<file path="src/rtl/nrf_spi_transaction_if.sv">
// Signal bundle between the nRF24L01 transaction sequencer, its host and the byte-level SPI engine.
// The slave modport is the sequencer side; master is the host/engine side.
interface nrf_spi_transaction_if;
   logic       cmd_valid;
   logic       cmd_ready;
   logic [7:0] cmd_opcode;
   logic [5:0] cmd_len;
   logic       wr_en;
   logic [4:0] wr_addr;
   logic [7:0] wr_data;
   logic [4:0] rd_addr;
   logic [7:0] rd_data;
   logic [7:0] status_out;
   logic       busy;
   logic       done;
   logic       error;
   logic       csn;
   logic       byte_start;
   logic [7:0] byte_tx;
   logic       byte_done;
   logic [7:0] byte_rx;

   modport slave (
      input  cmd_valid, cmd_opcode, cmd_len, wr_en, wr_addr, wr_data, rd_addr,
             byte_done, byte_rx,
      output cmd_ready, rd_data, status_out, busy, done, error, csn,
             byte_start, byte_tx
   );

   modport master (
      output cmd_valid, cmd_opcode, cmd_len, wr_en, wr_addr, wr_data, rd_addr,
             byte_done, byte_rx,
      input  cmd_ready, rd_data, status_out, busy, done, error, csn,
             byte_start, byte_tx
   );
endinterface

</file>
<file path="src/rtl/nrf_spi_transaction.sv">
// Multi-byte nRF24L01 command sequencer: holds CSN low over opcode + payload bytes,
// drives one byte per start/done handshake and captures STATUS plus response bytes.
module nrf_spi_transaction #(
   parameter int CSN_SETUP = 2,
   parameter int CSN_HOLD  = 2,
   parameter int TIMEOUT   = 4096
) (
   input  logic                 clk,
   input  logic                 reset,
   nrf_spi_transaction_if.slave bus
);

   localparam int CNT_MAX = (TIMEOUT > CSN_SETUP) ?
                            ((TIMEOUT > CSN_HOLD) ? TIMEOUT : CSN_HOLD) :
                            ((CSN_SETUP > CSN_HOLD) ? CSN_SETUP : CSN_HOLD);
   localparam int CW = $clog2(CNT_MAX + 1);

   localparam logic [CW-1:0] SETUP_LAST = CW'(CSN_SETUP - 1);
   localparam logic [CW-1:0] HOLD_LAST  = CW'(CSN_HOLD - 1);
   localparam logic [CW-1:0] WD_LAST    = CW'(TIMEOUT - 1);
   localparam logic [5:0]    MAX_LEN    = 6'd32;

   typedef enum logic [2:0] {
      ST_IDLE  = 3'd0,
      ST_SETUP = 3'd1,
      ST_SEND  = 3'd2,
      ST_WAIT  = 3'd3,
      ST_HOLD  = 3'd4,
      ST_DONE  = 3'd5
   } state_t;

   function automatic logic [5:0] clamp_len(input logic [5:0] len);
      if (len > MAX_LEN) begin
         return MAX_LEN;
      end else begin
         return len;
      end
   endfunction

   state_t        state_r, state_s;
   logic [CW-1:0] cnt_r, cnt_s;
   logic [5:0]    idx_r, idx_s;
   logic [5:0]    len_r;
   logic [7:0]    opcode_r;
   logic          accept_s, abort_s, capture_s;
   logic          csn_low_s;
   logic [4:0]    tx_ptr_s;
   logic [7:0]    byte_tx_s;

   logic          csn_r, byte_start_r, done_r, error_r, busy_r, cmd_ready_r;
   logic [7:0]    byte_tx_r, status_r;

   logic [7:0]    pay_mem_r [32];
   logic [7:0]    rsp_mem_r [32];

   // State, shared phase counter and byte index registers
   always_ff @(posedge clk or posedge reset) begin
      if (reset) begin
         state_r <= ST_IDLE;
         cnt_r   <= '0;
         idx_r   <= 6'd0;
      end else begin
         state_r <= state_s;
         cnt_r   <= cnt_s;
         idx_r   <= idx_s;
      end
   end

   // Next-state logic; cnt_r times SETUP, HOLD and the WAIT watchdog
   always_comb begin
      state_s   = state_r;
      cnt_s     = cnt_r;
      idx_s     = idx_r;
      accept_s  = 1'b0;
      abort_s   = 1'b0;
      capture_s = 1'b0;
      case (state_r)
         ST_IDLE: begin
            if (bus.cmd_valid && cmd_ready_r) begin
               accept_s = 1'b1;
               state_s  = ST_SETUP;
               cnt_s    = '0;
               idx_s    = 6'd0;
            end else begin
               state_s  = ST_IDLE;
            end
         end
         ST_SETUP: begin
            if (cnt_r == SETUP_LAST) begin
               state_s = ST_SEND;
               cnt_s   = '0;
            end else begin
               cnt_s   = cnt_r + CW'(1);
            end
         end
         ST_SEND: begin
            state_s = ST_WAIT;
            cnt_s   = '0;
         end
         ST_WAIT: begin
            if (bus.byte_done) begin
               capture_s = 1'b1;
               cnt_s     = '0;
               if (idx_r == len_r) begin
                  state_s = ST_HOLD;
               end else begin
                  idx_s   = idx_r + 6'd1;
                  state_s = ST_SEND;
               end
            end else if (cnt_r == WD_LAST) begin
               abort_s = 1'b1;
               state_s = ST_DONE;
               cnt_s   = '0;
            end else begin
               cnt_s   = cnt_r + CW'(1);
            end
         end
         ST_HOLD: begin
            if (cnt_r == HOLD_LAST) begin
               state_s = ST_DONE;
               cnt_s   = '0;
            end else begin
               cnt_s   = cnt_r + CW'(1);
            end
         end
         ST_DONE: begin
            state_s = ST_IDLE;
         end
         default: begin
            state_s = ST_IDLE;
            cnt_s   = '0;
            idx_s   = 6'd0;
         end
      endcase
   end

   // Byte to present on the next SEND: opcode first, then payload[idx-1]
   always_comb begin
      tx_ptr_s  = idx_s[4:0] - 5'd1;
      csn_low_s = (state_s == ST_SETUP) || (state_s == ST_SEND) ||
                  (state_s == ST_WAIT)  || (state_s == ST_HOLD);
      if (idx_s == 6'd0) begin
         byte_tx_s = opcode_r;
      end else begin
         byte_tx_s = pay_mem_r[tx_ptr_s];
      end
   end

   // Registered outputs decoded from the upcoming state, plus command latch and STATUS capture
   always_ff @(posedge clk or posedge reset) begin
      if (reset) begin
         csn_r        <= 1'b1;
         byte_start_r <= 1'b0;
         byte_tx_r    <= 8'h00;
         done_r       <= 1'b0;
         error_r      <= 1'b0;
         status_r     <= 8'h00;
         busy_r       <= 1'b0;
         cmd_ready_r  <= 1'b1;
         opcode_r     <= 8'h00;
         len_r        <= 6'd0;
      end else begin
         csn_r        <= ~csn_low_s;
         byte_start_r <= (state_s == ST_SEND);
         done_r       <= (state_s == ST_DONE);
         busy_r       <= (state_s != ST_IDLE);
         cmd_ready_r  <= (state_s == ST_IDLE);
         if (state_s == ST_SEND) begin
            byte_tx_r <= byte_tx_s;
         end
         if (accept_s) begin
            opcode_r <= bus.cmd_opcode;
            len_r    <= clamp_len(bus.cmd_len);
            error_r  <= 1'b0;
         end else if (abort_s) begin
            error_r  <= 1'b1;
         end
         if (capture_s && (idx_r == 6'd0)) begin
            status_r <= bus.byte_rx;
         end
      end
   end

   // Payload buffer; writes only land while idle so a running command is never disturbed
   always_ff @(posedge clk) begin
      if (bus.wr_en && cmd_ready_r) begin
         pay_mem_r[bus.wr_addr] <= bus.wr_data;
      end
   end

   // Response buffer; byte n after the opcode lands at index n-1
   always_ff @(posedge clk) begin
      if (capture_s && (idx_r != 6'd0)) begin
         rsp_mem_r[idx_r[4:0] - 5'd1] <= bus.byte_rx;
      end
   end

   assign bus.cmd_ready  = cmd_ready_r;
   assign bus.rd_data    = rsp_mem_r[bus.rd_addr];
   assign bus.status_out = status_r;
   assign bus.busy       = busy_r;
   assign bus.done       = done_r;
   assign bus.error      = error_r;
   assign bus.csn        = csn_r;
   assign bus.byte_start = byte_start_r;
   assign bus.byte_tx    = byte_tx_r;

endmodule

</file>
<file path="src/flat_wrapper.sv">
// flat-port wrapper written by rule: the top's interface ports become plain ports
module nrf_spi_transaction_flat 
#(
   parameter int CSN_SETUP = 2,
   parameter int CSN_HOLD  = 2,
   parameter int TIMEOUT   = 4096
)
  (clk, reset, bus_cmd_valid, bus_cmd_opcode, bus_cmd_len, bus_wr_en, bus_wr_addr, bus_wr_data, bus_rd_addr, bus_byte_done, bus_byte_rx, bus_cmd_ready, bus_rd_data, bus_status_out, bus_busy, bus_done, bus_error, bus_csn, bus_byte_start, bus_byte_tx);
  nrf_spi_transaction_if bus_i ();
  input  logic clk;
  input  logic reset;
  input wire logic [$bits(bus_i.cmd_valid)-1:0] bus_cmd_valid;
  input wire logic [$bits(bus_i.cmd_opcode)-1:0] bus_cmd_opcode;
  input wire logic [$bits(bus_i.cmd_len)-1:0] bus_cmd_len;
  input wire logic [$bits(bus_i.wr_en)-1:0] bus_wr_en;
  input wire logic [$bits(bus_i.wr_addr)-1:0] bus_wr_addr;
  input wire logic [$bits(bus_i.wr_data)-1:0] bus_wr_data;
  input wire logic [$bits(bus_i.rd_addr)-1:0] bus_rd_addr;
  input wire logic [$bits(bus_i.byte_done)-1:0] bus_byte_done;
  input wire logic [$bits(bus_i.byte_rx)-1:0] bus_byte_rx;
  output wire logic [$bits(bus_i.cmd_ready)-1:0] bus_cmd_ready;
  output wire logic [$bits(bus_i.rd_data)-1:0] bus_rd_data;
  output wire logic [$bits(bus_i.status_out)-1:0] bus_status_out;
  output wire logic [$bits(bus_i.busy)-1:0] bus_busy;
  output wire logic [$bits(bus_i.done)-1:0] bus_done;
  output wire logic [$bits(bus_i.error)-1:0] bus_error;
  output wire logic [$bits(bus_i.csn)-1:0] bus_csn;
  output wire logic [$bits(bus_i.byte_start)-1:0] bus_byte_start;
  output wire logic [$bits(bus_i.byte_tx)-1:0] bus_byte_tx;
  assign bus_i.cmd_valid = bus_cmd_valid;
  assign bus_i.cmd_opcode = bus_cmd_opcode;
  assign bus_i.cmd_len = bus_cmd_len;
  assign bus_i.wr_en = bus_wr_en;
  assign bus_i.wr_addr = bus_wr_addr;
  assign bus_i.wr_data = bus_wr_data;
  assign bus_i.rd_addr = bus_rd_addr;
  assign bus_i.byte_done = bus_byte_done;
  assign bus_i.byte_rx = bus_byte_rx;
  assign bus_cmd_ready = bus_i.cmd_ready;
  assign bus_rd_data = bus_i.rd_data;
  assign bus_status_out = bus_i.status_out;
  assign bus_busy = bus_i.busy;
  assign bus_done = bus_i.done;
  assign bus_error = bus_i.error;
  assign bus_csn = bus_i.csn;
  assign bus_byte_start = bus_i.byte_start;
  assign bus_byte_tx = bus_i.byte_tx;
  nrf_spi_transaction #(.CSN_SETUP(CSN_SETUP), .CSN_HOLD(CSN_HOLD), .TIMEOUT(TIMEOUT)) u_core (.clk(clk), .reset(reset), .bus(bus_i));
endmodule
</file>
<file path="config.mk">
export PLATFORM = sky130hd
export DESIGN_NAME = nrf_spi_transaction_flat
export DESIGN_NICKNAME = d
export VERILOG_FILES = /design/src/rtl/nrf_spi_transaction_if.sv /design/src/rtl/nrf_spi_transaction.sv /design/src/flat_wrapper.sv
export SDC_FILE = /design/constraint.sdc
export NUM_CORES = 1
export LEC_CHECK = 0
export CAP_MARGIN = 20
export CORE_MARGIN = 5
export CORE_UTILIZATION = 38
export DETAILED_ROUTE_END_ITERATION = 10
export HOLD_SLACK_MARGIN = 0.03
export MAX_ROUTING_LAYER = met4
export PLACE_DENSITY_LB_ADDON = 0.25
export SYNTH_ARGS = -nofsm -noshare
export SYNTH_HDL_FRONTEND = slang
export SYNTH_SLANG_ARGS = --single-unit
</file>
<file path="constraint.sdc">
create_clock -name clk -period 4.8 [get_ports clk]
set_input_delay 0.96 -clock clk [delete_from_list [all_inputs] [get_ports clk]]
set_output_delay 0.96 -clock clk [all_outputs]
set_load 0.02 [all_outputs]
</file>
* After elaboration in Yosys (flattened, before gate mapping) *
Memories as Yosys holds them, arrays and structs flattened.
Cells that the tools add are included.

cells by class
  add/sub/neg operators = 4
  bitwise gates (word level) = 2
  multiplexer cells = 31
  reduce and logical (&&, ||, !) cells = 17
  $lt $le $gt $ge = 1
  equality and inequality tests = 14

operator list
  cell                                                   number
  2-to-1 mux 13 bit                                      4
  one-hot mux 13 bit (4 select lines)                    1
  2-to-1 mux 6 bit                                       4
  one-hot mux 6 bit (3 select lines)                     1
  2-to-1 mux 3 bit                                       5
  one-hot mux 3 bit (5 select lines)                     1
  2-to-1 mux 1 bit                                       14
  adder 13 x 1 -> 13 bit (second input constant)         1
  == test 13 x 1 -> 1 bit (second input constant)        1
  == test 13 x 12 -> 1 bit (second input constant)       1
  == test 3 x 2 -> 1 bit (second input constant)         4
  == test 3 bit (second input constant)                  4
  logical NOT 6 bit                                      2
  subtractor 5 x 1 -> 5 bit (second input constant)      2
  2-to-1 mux 8 bit                                       1
  adder 6 x 1 -> 6 bit (second input constant)           1
  == test 3 x 1 -> 1 bit (second input constant)         2
  == test 6 bit                                          1
  greater-than comparator 6 bit (second input constant)  1
  logical NOT 3 bit                                      2
  nonzero test 6 bit                                     1
  logical AND 1 bit                                      4
  OR reduction 4 bit                                     1
  logical OR 1 bit                                       3
  6 further kinds                                        7

word-level totals
  bits in writable memories = 512
  logic and storage cells = 84
  output and inout bits = 30
  input bits = 45
  memories = 2
  register bits after elaboration = 58

memories
  name              words  width  read ports  clocked after memory_dff  wr ports  RTL line                   RTL
  u_core.pay_mem_r  32     8      1           0                         1         nrf_spi_transaction.sv:53  logic [7:0] pay_mem_r [32];
  u_core.rsp_mem_r  32     8      1           0                         1         nrf_spi_transaction.sv:54  logic [7:0] rsp_mem_r [32];

* Longest topological paths before layout *
Gate-level depths: netlist of run 1.

  depth after elaboration = 9
  depth in mapped cells = 17

* Least setup slack after synthesis of run 1 *
OpenSTA, ideal clock, no wires.

  kind = input port to flip-flop
  start point = input port bus_cmd_valid
  end point = register u_core.byte_tx_r[1] (netlist: u_core.bus.byte_tx[1])
  path buffers = 5
  data arrival time = 4303 ps
  cell stages on the path = 16
  data required time = 4678 ps
  slack = 375 ps
  library setup time = 122 ps
  path through = nand2_1 > or4_1 > buf_4 > nand2_2 > a221o_2 > a41oi_2 > buf_6 > buf_2 > inv_1 > ha_1 > buf_1 > clkbuf_1 > mux4_2 > mux2i_1 > a22oi_1 > a32o_1

between the ends
  longest elaborated chain between the ends = 6

ends and longest elaborated chain
  what                                    RTL line                    RTL
  from (decl)                             flat_wrapper.sv:12          input wire logic [$bits(bus_i.cmd_valid)-1:0] bus_cmd_valid;
  logical AND 1 bit (*)                   nrf_spi_transaction.sv:79   if (bus.cmd_valid && cmd_ready_r) begin
  2-to-1 mux 6 bit (*)                    nrf_spi_transaction.sv:79
  one-hot mux 6 bit (3 select lines) (*)  nrf_spi_transaction.sv:77   case (state_r)
  net u_core.idx_s[0]                     nrf_spi_transaction.sv:42   logic [5:0] idx_r, idx_s;
  subtractor 5 x 1 -> 5 bit               nrf_spi_transaction.sv:139  tx_ptr_s = idx_s[4:0] - 5'd1;
  memory (32 x 8 bit)                     --
  2-to-1 mux 8 bit (*)                    nrf_spi_transaction.sv:142  if (idx_s == 6'd0) begin
  to (signal assigned)                    nrf_spi_transaction.sv:169  byte_tx_r <= byte_tx_s;
  to (decl)                               nrf_spi_transaction.sv:51   logic [7:0] byte_tx_r, status_r;

The timed path passes the listed nets; every way through them passes the cells marked *.
A chain may end at the register's enable or synchronous reset.

* Worst setup path after layout of run 1 *
  start point = input port bus_rd_addr[0]
  end point = output port bus_rd_data[5]

between the ends
  longest elaborated chain between the ends = 1

ends and longest elaborated chain
  what                 RTL line            RTL
  from (decl)          flat_wrapper.sv:18  input wire logic [$bits(bus_i.rd_addr)-1:0] bus_rd_addr;
  memory (32 x 8 bit)  --
  to (decl)            flat_wrapper.sv:22  output wire logic [$bits(bus_i.rd_data)-1:0] bus_rd_data;

Every way passes these cells.

==> results list, run 1 <==
- Outcome: finished, final reports clean
- Total DRC errors in the routed layout: 0
- Synthesized-area fraction occupied by ao, oa, aoi and oai cells: under 10%
- Detailed Route Iter0 Violations: 928
- Crit Path Category: in2out
* Final hold viol count: 0
- Peak fanout along the critical path: 19
- Number of different library cells in the post-synthesis netlist: 64
- Max Clk Rate: about 230 MHz
- In the synthesized netlist the dominant register cell turns out to be sky130_fd_sc_hd__edfxtp_1.
- Clock buffer depth: 3
- Summing the sequential cell areas from Yosys gives 73.1% of the chip area.
- After Yosys synthesis, and, or, nand and nor cells account for about 5.3% of the synthesized area.
* Crit path DAT: ~3.5 ns
* IO Count: 75
* Global-route wire length before repair: about 79 mm
- Final-layout fill cell count: just over 5,000
* Worst clock skew: 0.0329 ns
* Post-DR vias/cell: between 5 and 6
- Row cnt: 90
- Die span in y: 256 um
* Number of setup buffers added after CTS: 0
- After clock tree synthesis, the repair step resized 0 gates.
- Mapped Area: between 0.02 and 0.025 mm2
- Relative to the synthesized area, the layout overhead comes to 17.5%.
- Startpoint class of the critical path: input port
- Die X: approximately 260 um
- Counting every sink on the clock net gives 570.
- Number of detailed-routing iterations run before antenna repair: 5
- Setup repair after global routing left no endpoint under its margin.
- The number of antenna violations at the first check in global routing was 0.
- Antenna Violating Nets Remaining: 0
* Type of the most critical hold path: reg2reg
* Area used by multi-input combinational logic: between 0.005 and 0.006 mm2
* Xor and xnor fraction of the mapped netlist area: 0.831%
- Hold-fix buffers at CTS: 0
- Post-route fraction of the period consumed by the critical path: 91.9%
- Crit-path cells: buf_4 > buf_12 > mux4_2 > mux4_2 > mux2_2 > clkdlybuf4s50_1
* Synthesized instance count: 1,203
* Highest Signal Layer: met4
- sky130_fd_sc_hd__edfxtp_1 takes more of the synthesized area than any other cell.
- Die ar.: around 0.066 mm2
- Peak VDD IR: around 0.00037 V
* Count of synthesis-stage warnings from yosys: 0
- Worst path slowest cell: sky130_fd_sc_hd__mux4_2
- Average size of a mapped cell: roughly 19 um2
- In this design, the stage delay of the slowest critical-path cell is about 0.57 ns.
* Aggregate routed wire length: 51.6 mm
* TritonCTS clock tree: done
* Clock buffers created by TritonCTS: 57
* Adder-cell share of the synthesized area: less than 1%
- Total power: ~14 mW
- Post-synth EDFFs: about 500
* Ant. Diodes: 0
* Total number of nets in the final design: 1,389
- Share of the synthesized area in the top cell type: between 60% and 70%
* Final critical delay including setup and external delays: 4.41 ns
- Max_cap viols: 0
- # H-tree levels: 2
* Worst slew margin relative to its limit: 34.3%
* Routed wl met2: about 26 mm
* Total power density per cell area: between 500 and 600 mW/mm2
- Synthesis inferred 570 register bits.
* Placeable Area: between 0.06 and 0.07 mm2
- Most used standard cells in the synthesized netlist: sky130_fd_sc_hd__edfxtp_1, sky130_fd_sc_hd__mux4_2, sky130_fd_sc_hd__nor2_1
- Number of nets in the synthesized netlist: ~1,300
- The cell that appears most often on the critical path is sky130_fd_sc_hd__mux4_2.
- Setup violations remaining at the end of the flow were counted as 0.
- At the pin with the least slew margin, the transition time is between 0.9 and 1 ns.
- After clock tree synthesis, the clock-pin slew on the worst setup and hold paths is approximately 0.070 ns.
- Length of routed met3 wiring: about 2.2 mm
* Routability congestion estimate from global placement: about 0.8
- Starting Density: 38.3%
- Sorting the synthesized cells by area gives the leading types as sky130_fd_sc_hd__edfxtp_1, sky130_fd_sc_hd__mux4_2, sky130_fd_sc_hd__dfrtp_1.
* Via total after detailed routing: around 11,000
- Leakage power: 8.76 nW
* Vias in the first global route: between 10,000 and 15,000
- Register Area: 0.0168 mm2
* Share of cells above drive strength 1: 23.2%
- Final-report max-slew violation count: 0
* Count of port buffers added during placement: 74
- Post-detailed-route wirelength per cell: around 24 um
- Entering global routing, the biggest net connects 50 pins.
* Required time of the worst setup path: approximately 3.8 ns
- Global routing finished with a remaining overflow of 0.
* Hpwl dp: around 34 mm
- Of all flip-flops after synthesis, the portion carrying an async set or reset was 10.2%.
- Total routing usage reported by global routing: ~16%
* Buffer type at the clock tree root: sky130_fd_sc_hd__clkbuf_16
- Main combinational cell family by area after synthesis: multiplexers
* Fraction of synthesized area in multiplexers: between 10% and 20%
* Clock insertion delay at the later pin of the skew report: 0.61 ns
- Most frequent cell after synthesis: sky130_fd_sc_hd__edfxtp_1
- The detailed router put a total of 22.1 mm of wire on met1.
- STA classifies the critical path endpoint as a primary output.
- In the final timing run, aggregate negative setup slack is 0 ns.
## where the power goes
group / internal, mW / total, mW / switching [mW] / leakage, nW
clock network: 2.71 / 4.57 / 1.86 / 0.934
registers: 5.60 / 5.80 / 0.196 / 5.35
logic: 1.48 / 3.27 / 1.79 / 2.48
## cells by family after synthesis
family	count (synthesis)
compound gates	82
mux	191
xor+xnor	21
fa+ha+maj	10
simple gates	255
flops	570
buf+inv	74
## worst max-delay path: cells and delay by family
family	cells	cell delay (ns)
buffers and inverters	3	1.09
multiplexers	3	1.37
## flip-flops by register name (all words and copies together), names as in the netlist
signal,cells
u_core.bus.csn,1
u_core.bus.byte_start,1
u_core.len_r,6
u_core.bus.status_out,8
u_core.bus.cmd_ready,1
u_core.bus.done,1
u_core.state_r,3
u_core.bus.byte_tx,8
u_core.bus.busy,1
u_core.pay_mem_r,256
u_core.opcode_r,8
u_core.cnt_r,13
u_core.idx_r,6
u_core.rsp_mem_r,256
u_core.bus.error,1
## final cells by class
class,instances,share of cell area [%]
sequential,570,62.2
timing repair buffer,127,5.13
multi-input combinational,559,21.7
clock inverter,34,1.56
inverter,19,0.264
clock buffer,73,5.57
tap,782,3.62
## per-stage QoR
step,worst slack [ns],std cells,utilization [%],hold slack (ns),instance area (um2)
global route,0.294,2164,45.0,0.511,27100
finish,0.389,2164,45.0,0.481,27100
CTS,0.355,2157,44.7,0.482,26900
global placement,0.248,2047,41.4,0.463,24900
detailed placement,0.195,2050,41.5,0.465,24900
floorplan,0.375,1203,-,0.440,23000
## path summary, 6_finish.rpt
| path | endpoint | slack [ns] | cells after the start | from |
|---|---|---|---|---|
| max | bus_rd_data[5] | 0.39 | 6 | bus_rd_addr[0] |
| min | u_core.opcode_r[4]$_DFFE_PP0P_ | 0.48 | 2 | u_core.opcode_r[4]$_DFFE_PP0P_ |
| max reg2reg | u_core.bus.byte_tx[1]$_DFFE_PP0N_ | 0.92 | 14 | u_core.idx_r[2]$_DFF_PP0_ |
| min reg2reg | u_core.opcode_r[4]$_DFFE_PP0P_ | 0.48 | 2 | u_core.opcode_r[4]$_DFFE_PP0P_ |
| max in group asynchronous | u_core.bus.csn$_DFF_PP1_ | 3.14 | 3 | reset |
| min in group asynchronous | u_core.len_r[4]$_DFFE_PP0P_ | 0.79 | 2 | reset |
## per-layer routing
metal,vias up,GRT usage [%]
met2,272,26.7
met1,6042,21.0
met5,-,-
met4,0,3.79
met3,66,2.66
li1,5114,-
## cell usage in the layout, fill, tap and decap left out, types with 11 or more instances in the layout
cell type / n
sky130_fd_sc_hd__o21ai_0: 20
sky130_fd_sc_hd__dfrtp_1: 56
sky130_fd_sc_hd__a22oi_1: 11
sky130_fd_sc_hd__nand2_1: 75
sky130_fd_sc_hd__inv_1: 16
sky130_fd_sc_hd__edfxtp_1: 512
sky130_fd_sc_hd__buf_4: 37
sky130_fd_sc_hd__nand3_1: 18
sky130_fd_sc_hd__a21oi_1: 21
sky130_fd_sc_hd__clkdlybuf4s50_1: 72
sky130_fd_sc_hd__mux2_2: 16
sky130_fd_sc_hd__mux4_2: 143
sky130_fd_sc_hd__nor2_1: 93
sky130_fd_sc_hd__mux2i_1: 31
sky130_fd_sc_hd__clkbuf_16: 60
sky130_fd_sc_hd__clkbuf_1: 15
Note: power is estimated with default switching activity, not from simulation.
==> inputs of run 2 (changes only) <==
--- a/config.mk
+++ b/config.mk
@@ -5,7 +5,7 @@
 export SDC_FILE = /design/constraint.sdc
 export NUM_CORES = 1
 export LEC_CHECK = 0
-export CAP_MARGIN = 20
+export CAP_MARGIN = 5
 export CORE_MARGIN = 5
 export CORE_UTILIZATION = 38
 export DETAILED_ROUTE_END_ITERATION = 10
==> run 2 against run 1 <==
Critical path depth did not move. Largest power group unchanged. Utilization fell by 0.32 points. Largest cell class unchanged. Clock-buffer cell count fell by 9.
==> results list, run 2 (synthesis results as in run 1) <==
* # H-tree levels: 2
- The clock drives 570 sinks.
- Clock insertion delay at the later pin of the skew report: approximately 0.63 ns
* Worst Setup SP: bus_rd_addr[0]
* Endpoint of the lowest-slack register-to-register path: u_core.bus.byte_tx[0]$_DFFE_PP0N_
- The signal on the critical path passes through buf_4 > buf_12 > mux4_2 > mux4_2 > mux2_2 > clkdlybuf4s50_1.
* Row cnt: 90
* Crit path DAT: between 3 and 4 ns
* Commonest cells after routing, fill and taps aside: sky130_fd_sc_hd__edfxtp_1, sky130_fd_sc_hd__mux4_2, sky130_fd_sc_hd__nor2_1
- Together, buffers and inverters on the worst path number 3.
* Clock buffer depth: 3
* Post-DR vias/cell: ~5.3
* Antenna Violating Nets Remaining: 0
- Type of the most critical hold path: reg2reg
- The final count of hold timing violations came to 0.
- The first routing iteration left ~900 violations.
- Register Area: 0.0168 mm2
- RSZ-0062 raised after global routing: no
- Number of detailed-routing iterations run before antenna repair: 5
* Sw frac: about 28%
- 0 antenna diodes ended up in the layout.
* Global-route wire length before repair: 78.4 mm
- In this design, the largest share of critical-path delay is due to multiplexers.
- On the final layout, the worst clock skew is 0.0267 ns.
* Die ar.: between 0.06 and 0.07 mm2
- Based on the critical path, the design can be clocked at up to roughly 230 MHz.
* Total DRC errors in the routed layout: 0
- On the worst path, the slowest cell contributes a delay of 0.56 ns.
- Worst slew margin relative to its limit: between 10% and 20%
* Clock buffers created by TritonCTS: 58
* Final-layout fill cell count: 5,141
- The tool flagged a number of max-cap violations equal to 0.
* Total number of nets in the final design: around 1,400
- Measured along the x axis, the die boundary spans around 260 um.
- Leading cell type in the layout, fill and taps excluded: sky130_fd_sc_hd__edfxtp_1
- Via total after detailed routing: between 10,000 and 15,000
- Sequential share of power: between 40% and 50%
- Internal portion of total power: approximately 9.8 mW
- In this run, post-CTS repair resized a total of 0 instances.
- Startpoint class of the critical path: input port
* Crit-path most repeated cell: sky130_fd_sc_hd__mux4_2
* Crit Path Category: in2out
- Switching pwr: 3.90 mW
* Pin count of the biggest net entering global routing: 50
- Total power: about 14 mW
* Leakage power: roughly 8.7 nW
- For the final routed database, the setup TNS stands at 0 ns.
- Across the VDD grid, the largest voltage drop is ~0.00040 V.
* Portion of total power attributed to the clock network: 33.9%
- The number of pins exceeding their max-slew limit in the final report is 0.
* Number of antenna violations at the first check in global routing: 0
* Starting Density: approximately two fifths
* Post-route fraction of the period consumed by the critical path: 91.7%
- Total power density per cell area: 510 mW/mm2
- Die span in y: around 260 um
* Stages on the worst setup path: 6
- Vias in the first global route: around 12,000
- Worst Setup End Kind: primary output
* Peak fanout along the critical path: 19
- In this run the count of I/O pins placed on the die edge is 75.
- After legalization and detailed placement, the total HPWL measured around 34 mm.
- Counting cells, the worst reg-to-reg path comes to 15.
- Total routing usage reported by global routing: ~16%
- Relative to the synthesized area, the layout overhead comes to 16.7%.
- After global routing the overflow that remains totals 0.
- Register clock-pin slew on the reported worst setup and hold paths: about 0.060 ns
- Count of port buffers added during placement: 74
* Post-detailed-route wirelength per cell: roughly 24 um
* Combinational share of power: 23.7%
* Area used by multi-input combinational logic: between 0.005 and 0.006 mm2
* Buffer type at the clock tree root: sky130_fd_sc_hd__clkbuf_16
- Among all stages on the critical path, the largest delay is contributed by sky130_fd_sc_hd__mux4_2.
- For the pin with the worst max-slew slack, the measured transition is roughly 1.3 ns.
- The critical path ends at bus_rd_data[5].
- For this design, the CTS-stage hold fixing added 0 buffers.
- After floorplanning, the core was sized to cover around 0.060 mm2.
* Required time of the worst setup path: around 3.8 ns
* Share of cells above drive strength 1: 22.9%
- Routability congestion estimate from global placement: approximately 0.8
- Buffers added to address setup during post-CTS repair amount to 0.
* TritonCTS clock tree: done
* FF-to-FF setup slack: between 0.8 and 0.9 ns
* Final critical delay including setup and external delays: between 4 and 5 ns
- Aggregate routed wire length: a little over 50 mm
* Start of the worst register-to-register path: u_core.idx_r[2]$_DFF_PP0_
- Setup violations remaining at the end of the flow were counted as 0.
* Outcome: finished, final reports clean
-- run 2: cell types whose count changed in the layout (fill, tap and decap cells not counted) --
| cell | change |
|---|---|
| sky130_fd_sc_hd__clkbuf_16 | -1 |
| sky130_fd_sc_hd__buf_16 | -6 |
| sky130_fd_sc_hd__clkinv_8 | -1 |
| sky130_fd_sc_hd__buf_8 | -2 |
| sky130_fd_sc_hd__clkbuf_1 | -10 |
| sky130_fd_sc_hd__clkinv_1 | +5 |
| sky130_fd_sc_hd__clkinv_16 | +2 |
| sky130_fd_sc_hd__inv_16 | -1 |
| sky130_fd_sc_hd__clkinv_4 | +3 |
| sky130_fd_sc_hd__clkinv_2 | -1 |
-- run 2: area by class of cell --
cell class,count,share of cell area [%]
inverter,19,0.265
clock buffer,64,5.57
tap,782,3.64
multi-input combinational,559,21.8
timing repair buffer,117,4.26
clock inverter,41,1.81
sequential,570,62.6
-- run 2: power by group through the flow --
| stage | registers (mW) | clock network, mW | logic (mW) |
|---|---|---|---|
| final | 5.81 | 4.65 | 3.25 |
| after global routing | 5.82 | 4.96 | 3.50 |
| after CTS | 5.81 | 4.74 | 3.30 |
| after detailed placement | 5.90 | 0 | 3.29 |
| after global placement | 5.90 | 0 | 3.27 |
| after floorplan | 5.90 | 0 | 2.11 |
-- run 2: routing by layer --
layer	vias up	track usage [%]	routed length [um]
met2	268	26.6	26200
met4	0	4.39	1250
met1	6031	20.8	21700
met5	-	-	0
met3	74	2.94	2580
li1	5094	-	-
-- run 2: worst min-delay path by stage --
stage                                         startpoint                             end  slack, ns  cells past startpoint
after detailed placement  u_core.opcode_r[4]$_DFFE_PP0P_  u_core.opcode_r[4]$_DFFE_PP0P_       0.47                      2
after global routing      u_core.opcode_r[4]$_DFFE_PP0P_  u_core.opcode_r[4]$_DFFE_PP0P_       0.52                      2
after floorplan           u_core.opcode_r[1]$_DFFE_PP0P_  u_core.opcode_r[1]$_DFFE_PP0P_       0.44                      2
final                     u_core.opcode_r[4]$_DFFE_PP0P_  u_core.opcode_r[4]$_DFFE_PP0P_       0.48                      2
after global placement    u_core.opcode_r[3]$_DFFE_PP0P_  u_core.opcode_r[3]$_DFFE_PP0P_       0.46                      2
after CTS                 u_core.opcode_r[4]$_DFFE_PP0P_  u_core.opcode_r[4]$_DFFE_PP0P_       0.48                      2
-- run 2: per-stage QoR --
| step | instance area, um2 | worst slack, ns | instances | util, % | hold WS [ns] |
|---|---|---|---|---|---|
| 4_1_cts | 26900 | 0.352 | 2152 | 44.7 | 0.482 |
| 2_1_floorplan | 23000 | 0.375 | 1203 | - | 0.440 |
| 6_report | 26900 | 0.397 | 2152 | 44.7 | 0.484 |
| 3_3_place_gp | 24900 | 0.248 | 2047 | 41.4 | 0.463 |
| 3_5_place_dp | 24900 | 0.200 | 2047 | 41.4 | 0.465 |
| 5_1_grt | 26900 | 0.291 | 2152 | 44.7 | 0.519 |
-- run 2: tightest hold or removal path, delay by kind of cell, from the launching register on --
kind,cells,cell delay [ns]
flops,1,0.34
simple gates,2,0.10
==> inputs of run 3 (changes only) <==
--- a/config.mk
+++ b/config.mk
@@ -6,6 +6,7 @@
 export NUM_CORES = 1
 export LEC_CHECK = 0
 export CAP_MARGIN = 5
+export CORE_ASPECT_RATIO = 2
 export CORE_MARGIN = 5
 export CORE_UTILIZATION = 38
 export DETAILED_ROUTE_END_ITERATION = 10
==> run 3 against run 2 <==
Die area up 0.46%. Power down 3.4%. Non-clock buffer count down 5. Utilization down 0.50 points. Clock skew down 0.012 ns. Routed wire length up 4.4%. Cell count down 1.3%. Critical path depth unchanged. Clock power down 11%. Largest power group unchanged.
==> results list, run 3 (synthesis results as in run 1) <==
* Crit path DAT: roughly 3.5 ns
* Final hold viol count: 0
- Of the available clock period, the critical path in the final layout requires 93.8%.
- At the worst endpoint, the required time is ~3.8 ns.
- Global routing used 32.9% of the available met2 tracks.
- Detailed Route Iter0 Violations: 740
* Die X: around 180 um
* Total routing usage reported by global routing: about 17%
* Total DRC errors in the routed layout: 0
- After global routing the overflow that remains totals 0.
- Crit Path Category: in2out
- The worst setup path is launched from an input port.
- Entering global routing, the biggest net connects 65 pins.
* Antenna Violating Nets Remaining: 0
* Worst slew margin relative to its limit: 15.1%
- Final setup viols: 0
- In this run the worst hold path is classified as reg2reg.
- Routability-driven placement finished with a final weighted congestion of between 0.8 and 0.9.
* Hpwl dp: about 38 mm
- For the pin with the worst max-slew slack, the measured transition is roughly 1.3 ns.
- Leaving out fill and tap cells, the most frequent cells in the layout are sky130_fd_sc_hd__edfxtp_1, sky130_fd_sc_hd__mux4_2, sky130_fd_sc_hd__nor2_1.
- The floorplan step defined a die boundary enclosing around 0.066 mm2.
* Aggregate routed wire length: between 50 and 60 mm
- Total number of nets in the final design: approximately 1,400
- The worst setup path is captured at a primary output.
- Hold-fix buffers at CTS: 0
* TritonCTS clock tree: done
* Post-cts repair resize count: 0
- Post-detailed-route wirelength per cell: between 20 and 30 um
* Top Usage Layer GRT: met2
- Peak VDD IR: 0.000401 V
- Worst clock skew: roughly 0.015 ns
- The die is between 300 and 400 um tall.
- Final-layout fill cell count: around 5,200
- Post-CTS timing repair inserted 0 buffers for setup.
* Register clock-pin slew on the reported worst setup and hold paths: 0.07 ns
* Count of port buffers added during placement: 74
- Max_cap viols: 0
- Share of cells above drive strength 1: 22.6%
- Setup repair after global routing left no endpoint under its margin.
- Total power density per cell area: about 500 mW/mm2
- Along the worst path, the maximum fanout reaches 17.
* Met1 demand-to-capacity share in global routing: 17.6%
* Via total after detailed routing: ~11,000
- In this run, CTS created clock tree buffers numbering slightly below 50.
- After layout, the minimum clock period comes to around 4.5 ns.
- The cell sitting at the root of the clock tree is a sky130_fd_sc_hd__clkbuf_16.
- The longest clock path from root to sink contains 3 buffers.
* Aggregate negative setup slack: 0 ns
- 75 I/O pins were placed.
- For this configuration, the core starts out at a cell density of 38.3%.
- Compared with the post-synthesis result, the final layout area differs by 15.3%.
- Final-report max-slew violation count: 0
- Total power: between 10 and 15 mW
- Clock latency on the worst-skew pair, taken at its later pin, is between 0.5 and 0.6 ns.
* Sinks on the clock net: between 500 and 600
* Leading cell type in the layout, fill and taps excluded: sky130_fd_sc_hd__edfxtp_1
- The number of global-route vias before repair came to about 12,000.
- Using the TritonRoute via totals, the vias-per-cell ratio works out to about 5.3.
- Number of antenna violations at the first check in global routing: 1
- The region available for standard cell placement spans approximately 0.06 mm2.
* Outcome: finished, final reports clean
* Number of detailed-routing iterations run before antenna repair: 7
- The first global-routing pass estimated 80.4 mm of wire.
- Based on the critical path, the design can be clocked at up to about 220 MHz.
- The H-tree was split into 2 levels.
- Leakage power: approximately 8.5 nW
* Row cnt: 127
- Global routing consumed, on the met3 layer, roughly 2% of the routing resources.
-- run 3: cell count changes in the layout (fill, tap and decap cells not counted), sizes merged --
cell	change
bufinv	-2
clkinv	-15
inv	+1
clkbuf	-4
diode	+1
buf	-5
clkinvlp	+3
-- run 3: worst paths after layout --
kind / startpoint / end / slack (ns) / cells after the start
worst max-delay path: bus_rd_addr[0] / bus_rd_data[3] / 0.30 / 6
worst min register to register: u_core.opcode_r[7]$_DFFE_PP0P_ / u_core.opcode_r[7]$_DFFE_PP0P_ / 0.49 / 2
worst max register to register: u_core.idx_r[1]$_DFF_PP0_ / u_core.bus.byte_tx[5]$_DFFE_PP0N_ / 0.82 / 12
min in group asynchronous: reset / u_core.bus.busy$_DFF_PP0_ / 0.81 / 2
max in group asynchronous: reset / u_core.len_r[1]$_DFFE_PP0P_ / 3.10 / 3
worst min-delay path: u_core.opcode_r[7]$_DFFE_PP0P_ / u_core.opcode_r[7]$_DFFE_PP0P_ / 0.49 / 2
-- run 3: critical path, stage by stage --
cell	delay, ns
sky130_fd_sc_hd__buf_4	0.34
sky130_fd_sc_hd__buf_4	0.29
sky130_fd_sc_hd__mux4_2	0.58
sky130_fd_sc_hd__mux4_2	0.53
sky130_fd_sc_hd__mux2_2	0.28
sky130_fd_sc_hd__clkdlybuf4s50_1	0.54
-- run 3: area by class of cell --
type / instances / area (um2) / share of cell area, %
multi-input combinational: 559 / 5860 / 22.1
clock buffer: 60 / 1330 / 5.00
tap: 774 / 968 / 3.65
timing repair buffer: 112 / 1140 / 4.29
clock inverter: 28 / 337 / 1.27
antenna: 1 / 2.50 / 0.00943
sequential: 570 / 16800 / 63.4
inverter: 19 / 71.3 / 0.269
-- run 3: routing by layer --
layer | vias to the layer above | wire [um]
li1 | 5046 | -
met1 | 5831 | 18600
met2 | 264 | 31500
met3 | 95 | 1910
met4 | 0 | 2030
met5 | - | 0
-- run 3: through the flow --
step	utilization, %	instances	cell area (um2)	worst slack [ns]	hold slack [ns]
global placement	41.4	2033	24900	0.120	0.470
finish	44.2	2123	26500	0.296	0.486
CTS	44.2	2121	26500	0.258	0.488
global route	44.2	2123	26500	0.239	0.503
detailed placement	41.4	2033	24900	0.121	0.466
floorplan	-	1203	23000	0.375	0.440
-- run 3: power by group --
group / internal [mW] / switching (mW)
Combinational: 1.45 / 1.84
Clock: 2.35 / 1.79
Sequential: 5.60 / 0.205
Total: 9.40 / 3.84
==> edit 1 (flow settings as in run 3) <==
`CSN_SETUP` is set to 2 in 2 places; all go to 4.
--- a/src/rtl/nrf_spi_transaction.sv
+++ b/src/rtl/nrf_spi_transaction.sv
@@ -1,7 +1,7 @@
 // Multi-byte nRF24L01 command sequencer: holds CSN low over opcode + payload bytes,
 // drives one byte per start/done handshake and captures STATUS plus response bytes.
 module nrf_spi_transaction #(
-   parameter int CSN_SETUP = 2,
+   parameter int CSN_SETUP = 4,
    parameter int CSN_HOLD  = 2,
    parameter int TIMEOUT   = 4096
 ) (
--- a/src/flat_wrapper.sv
+++ b/src/flat_wrapper.sv
@@ -1,7 +1,7 @@
 // flat-port wrapper written by rule: the top's interface ports become plain ports
 module nrf_spi_transaction_flat 
 #(
-   parameter int CSN_SETUP = 2,
+   parameter int CSN_SETUP = 4,
    parameter int CSN_HOLD  = 2,
    parameter int TIMEOUT   = 4096
 )
Formal check against the unedited RTL: not equivalent (Yosys sat finds a counterexample within 4 cycles, from zero or initial values and one cycle with reset high).
==> edit 1 against run 3 <==
- design area increased by 0.22%
- sequential cell count unchanged
- synthesized area is 0.59% higher
- synthesized cell count increased by 0.42%
- routed wire length rose by 1.3%
- power rose by 10%
- clock power shrank 2%
- combinational power grew 41%
- via count is 1.5% higher
- setup slack better by 0.080 ns
==> edit 1: results (changes against run 3) <==
reg2reg_to: "u_core.rsp_mem_r[20][1]"
outcome: "finished, final reports clean"
avgSynthCellArea_um2: 19.2  # +0.18%
slew_headroom: 0.161  # +0.0105
synth_common_cells: "edfxtp_1, mux4_2, nor2_1, nand2_1, dfrtp_1"
min_from: "u_core.opcode_r[5]"
final_nets: 1371  # +0.37%
drtPass1Iterations: 5  # -2
path_max_fanout: 15  # -2
drive_above_1_share: 0.230  # +0.00406
diodes: 0  # -1
cts_inserted_buffers: 51  # +4.1%
yosysUniqueCellTypes: 76  # +19%
crit_arrival_ns: 3.46  # -0.08 ns
worstSetupEndpoint: "bus_rd_data[1]"
final.fill_count: 5209  # -0.27%
grtUsageTotal: 0.171  # +0.000723
wl_mm: 54.8  # +1.3%
slowest_delay_ns: 0.54  # -0.04 ns
fin_skew_ns: 0.0170  # +0.00206 ns
dp_cells: 2044  # +0.54%
grt_pass1_wl_mm: 81.3  # +1.1%
gp_congestion: 0.856  # +2.5%
avgRoutedWirePerCell_um: 25.6  # +0.59%
grt_pass1_vias: 12200  # +0.17%
hpwl_mm: 38.8  # +2.7%
ir_worst_vdd_v: 0.000556  # +39%
crit_path_top_delay_cell: "clkdlybuf4s50_1"
h-tree-depth: 2  # unchanged
r2r-start: "u_core.idx_r[0]"
synth_area_leaders: "edfxtp_1, mux4_2, dfrtp_1"
worstRegToRegCells: 8  # -4
power.leakage_nw: 8.68  # +2.1%
synthesis.nets: 1262  # +0.32%
synth_seq_area_share: 0.727  # -0.00430
r2r_setup_slack_ns: 1.33  # +0.51 ns
drtIter0Drc: 885  # +20%
-- edit 1: changes by cell type after synthesis, moves of 6 or more --
cell	delta
a21oi_1	-18
mux2i_1	-6
a32o_1	-7
o21ai_1	+17
nor3_1	-6
nand3_1	+8
-- edit 1: cell families after synthesis --
group / share of synthesized area
AND/OR/NAND/NOR: 0.0509
AO/OA/AOI/OAI: 0.0270
flip-flops: 0.727
buffers and inverters: 0.0196
adder cells (fa/ha/maj): 0.00486
multiplexers: 0.162
XOR/XNOR: 0.00854
-- edit 1: worst reg2reg max path, delay by kind of cell, from the launching register on --
kind | cells | cell delay, ns
fa+ha+maj | 1 | 0.33
buf+inv | 2 | 0.38
flops | 1 | 0.65
simple gates | 5 | 1.73
-- edit 1: layout make-up --
class                      count  area, um^2  share of cell area
timing repair buffer         117        1190              0.0449
clock buffer                  62        1340              0.0503
tap                          780         976              0.0367
sequential                   570       16800               0.633
clock inverter                33         307              0.0115
multi-input combinational    559        5880               0.221
inverter                      18        70.1             0.00263
-- edit 1: through the flow --
step                      cell area (um^2)   util  setup slack, ns  total power, W
after global placement               24900  0.411            0.376          0.0107
after global routing                 26600  0.438            0.273          0.0152
after CTS                            26600  0.438            0.344          0.0148
after floorplan                      23200      -            0.626         0.00908
after detailed placement             24900  0.411            0.348          0.0107
final                                26600  0.438            0.376          0.0146
-- edit 1: metal layers --
metal / GRT usage / vias to the layer above / share of wire
li1: - / 5061 / -
met1: 0.176 / 5915 / 0.34
met2: 0.320 / 327 / 0.58
met3: 0.0231 / 102 / 0.040
met4: 0.0715 / 0 / 0.047
met5: - / - / 0
-- edit 1: power by group --
part / total, W / internal (W) / switching (W)
Sequential: 0.00585 / 0.00561 / 0.000236
Combinational: 0.00465 / 0.00209 / 0.00256
Clock: 0.00407 / 0.00223 / 0.00185
Total: 0.0146 / 0.00992 / 0.00464
-- edit 1: worst min-delay path by stage --
| stage | end | slack, ns | cells after the start |
|---|---|---|---|
| after floorplan | u_core.opcode_r[5] | 0.44 | 2 |
| after global placement | u_core.opcode_r[6] | 0.46 | 2 |
| after detailed placement | u_core.opcode_r[2] | 0.46 | 2 |
| after CTS | u_core.opcode_r[2] | 0.48 | 2 |
| after global routing | u_core.opcode_r[1] | 0.50 | 2 |
| final | u_core.opcode_r[5] | 0.48 | 2 |
==> edit 2 (settings of run 3) <==
Without the edit above. Encoding of `state_t`: now one-hot (6 bits for 6 states).
--- a/src/rtl/nrf_spi_transaction.sv
+++ b/src/rtl/nrf_spi_transaction.sv
@@ -20,13 +20,13 @@
    localparam logic [CW-1:0] WD_LAST    = CW'(TIMEOUT - 1);
    localparam logic [5:0]    MAX_LEN    = 6'd32;
 
-   typedef enum logic [2:0] {
-      ST_IDLE  = 3'd0,
-      ST_SETUP = 3'd1,
-      ST_SEND  = 3'd2,
-      ST_WAIT  = 3'd3,
-      ST_HOLD  = 3'd4,
-      ST_DONE  = 3'd5
+   typedef enum logic [5:0] {
+      ST_IDLE  = 6'b000001,
+      ST_SETUP = 6'b000010,
+      ST_SEND  = 6'b000100,
+      ST_WAIT  = 6'b001000,
+      ST_HOLD  = 6'b010000,
+      ST_DONE  = 6'b100000
    } state_t;
 
    function automatic logic [5:0] clamp_len(input logic [5:0] len);
Behaviour: same outputs for any inputs over 4 cycles, from zero or initial values and one cycle with reset high; so few cycles prove little.
==> edit 2 against run 3 <==
- synthesized area increased by 2.1%
- routed wire length increased by 10%
- design area increased by 1.7%
- setup slack improved by 0.10 ns
- sequential cell count increased by 3
- synthesized cell count increased by 13%
Power is not compared: it rests on default switching activity, and its combinational part moved more than twofold at a synthesized area within 25%.
==> edit 2: results (changes against run 3) <==
grt_pass1_wl_mm: 87.7  # +9.2%
dpl_cell_area_um2: 25400  # +2.2%
synth_common_cells: "edfxtp_1, mux4_2, nand2_1, nor2_1, dfrtp_1"
seq_share: 0.627  # -0.00746
synth_adder_area_share: 0.00532  # -0.000109
avgRoutedWirePerCell_um: 26.1  # +2.5%
r2r_setup_slack_ns: 0.73  # -0.09 ns
synth_seq_area_share: 0.719  # -0.0115
grt_max_degree: 58  # -11%
wl_met3_mm: 2.00  # +4.4%
synth_area_leaders: "edfxtp_1, mux4_2, dfrtp_1"
gp_congestion: 0.894  # +7.2%
drive_above_1_share: 0.201  # -0.0243
nMultiInputCombCells: 688  # +23%
wl_met1_mm: 20.8  # +12%
grtUsageTotal: 0.182  # +0.0120
drtIter0Drc: 934  # +26%
clock_tree_area_fraction: 0.0587  # -0.00403
nClkBuffers: 67  # +12%
inverters_excl_clock: 18  # -1
vias: 12400  # +11%
buf_share: 0.0478  # +0.00487
via_per_inst: 5.45  # +3.1%
synthArstFlopShare: 0.106  # +0.00470
holdWs_ns: 0.500  # +0.0140 ns
synth.area.mux_share: 0.128  # -0.0343
r2r-start: "u_core.state_r[1]"
met2_usage: 0.347  # +0.0177
nNonClkBuffers: 128  # +14%
dpl_worst_slack_ns: 0.139  # +0.0173 ns
multi_input_area_share: 0.228  # +0.00685
antenna_found_initial: 0  # -1
yosysUniqueCellTypes: 81  # +27%
outcome: "finished, final reports clean"
dp_cells: 2193  # +7.9%
post-route-util: 0.437  # -0.00430
synthesis.nets: 1409  # +12%
## edit 2: worst max-delay path by stage
stage	startpoint	endpoint	slack (ns)
floorplan	bus_cmd_valid	u_core.bus.byte_tx[4]	0.34
global route	bus_rd_addr[0]	bus_rd_data[2]	0.31
detailed placement	bus_cmd_valid	u_core.bus.byte_tx[4]	0.14
CTS	bus_rd_addr[0]	bus_rd_data[1]	0.35
global placement	bus_cmd_valid	u_core.bus.byte_tx[0]	0.19
finish	bus_rd_addr[0]	bus_rd_data[1]	0.40
## edit 2: power by group through the flow
stage	combinational [W]	sequential (W)	clock (W)
final	0.00109	0.00571	0.00397
after CTS	0.00111	0.00571	0.00406
after global placement	0.00110	0.00581	0
after detailed placement	0.00111	0.00581	0
after floorplan	0.000605	0.00580	0
after global routing	0.00118	0.00572	0.00426
## edit 2: cell families after synthesis
group                    count (synthesis)
multiplexers                           157
adder cells (fa/ha/maj)                 10
AND/OR/NAND/NOR                        356
XOR/XNOR                                11
buffers and inverters                   93
AO/OA/AOI/OAI                          154
flip-flops                             573
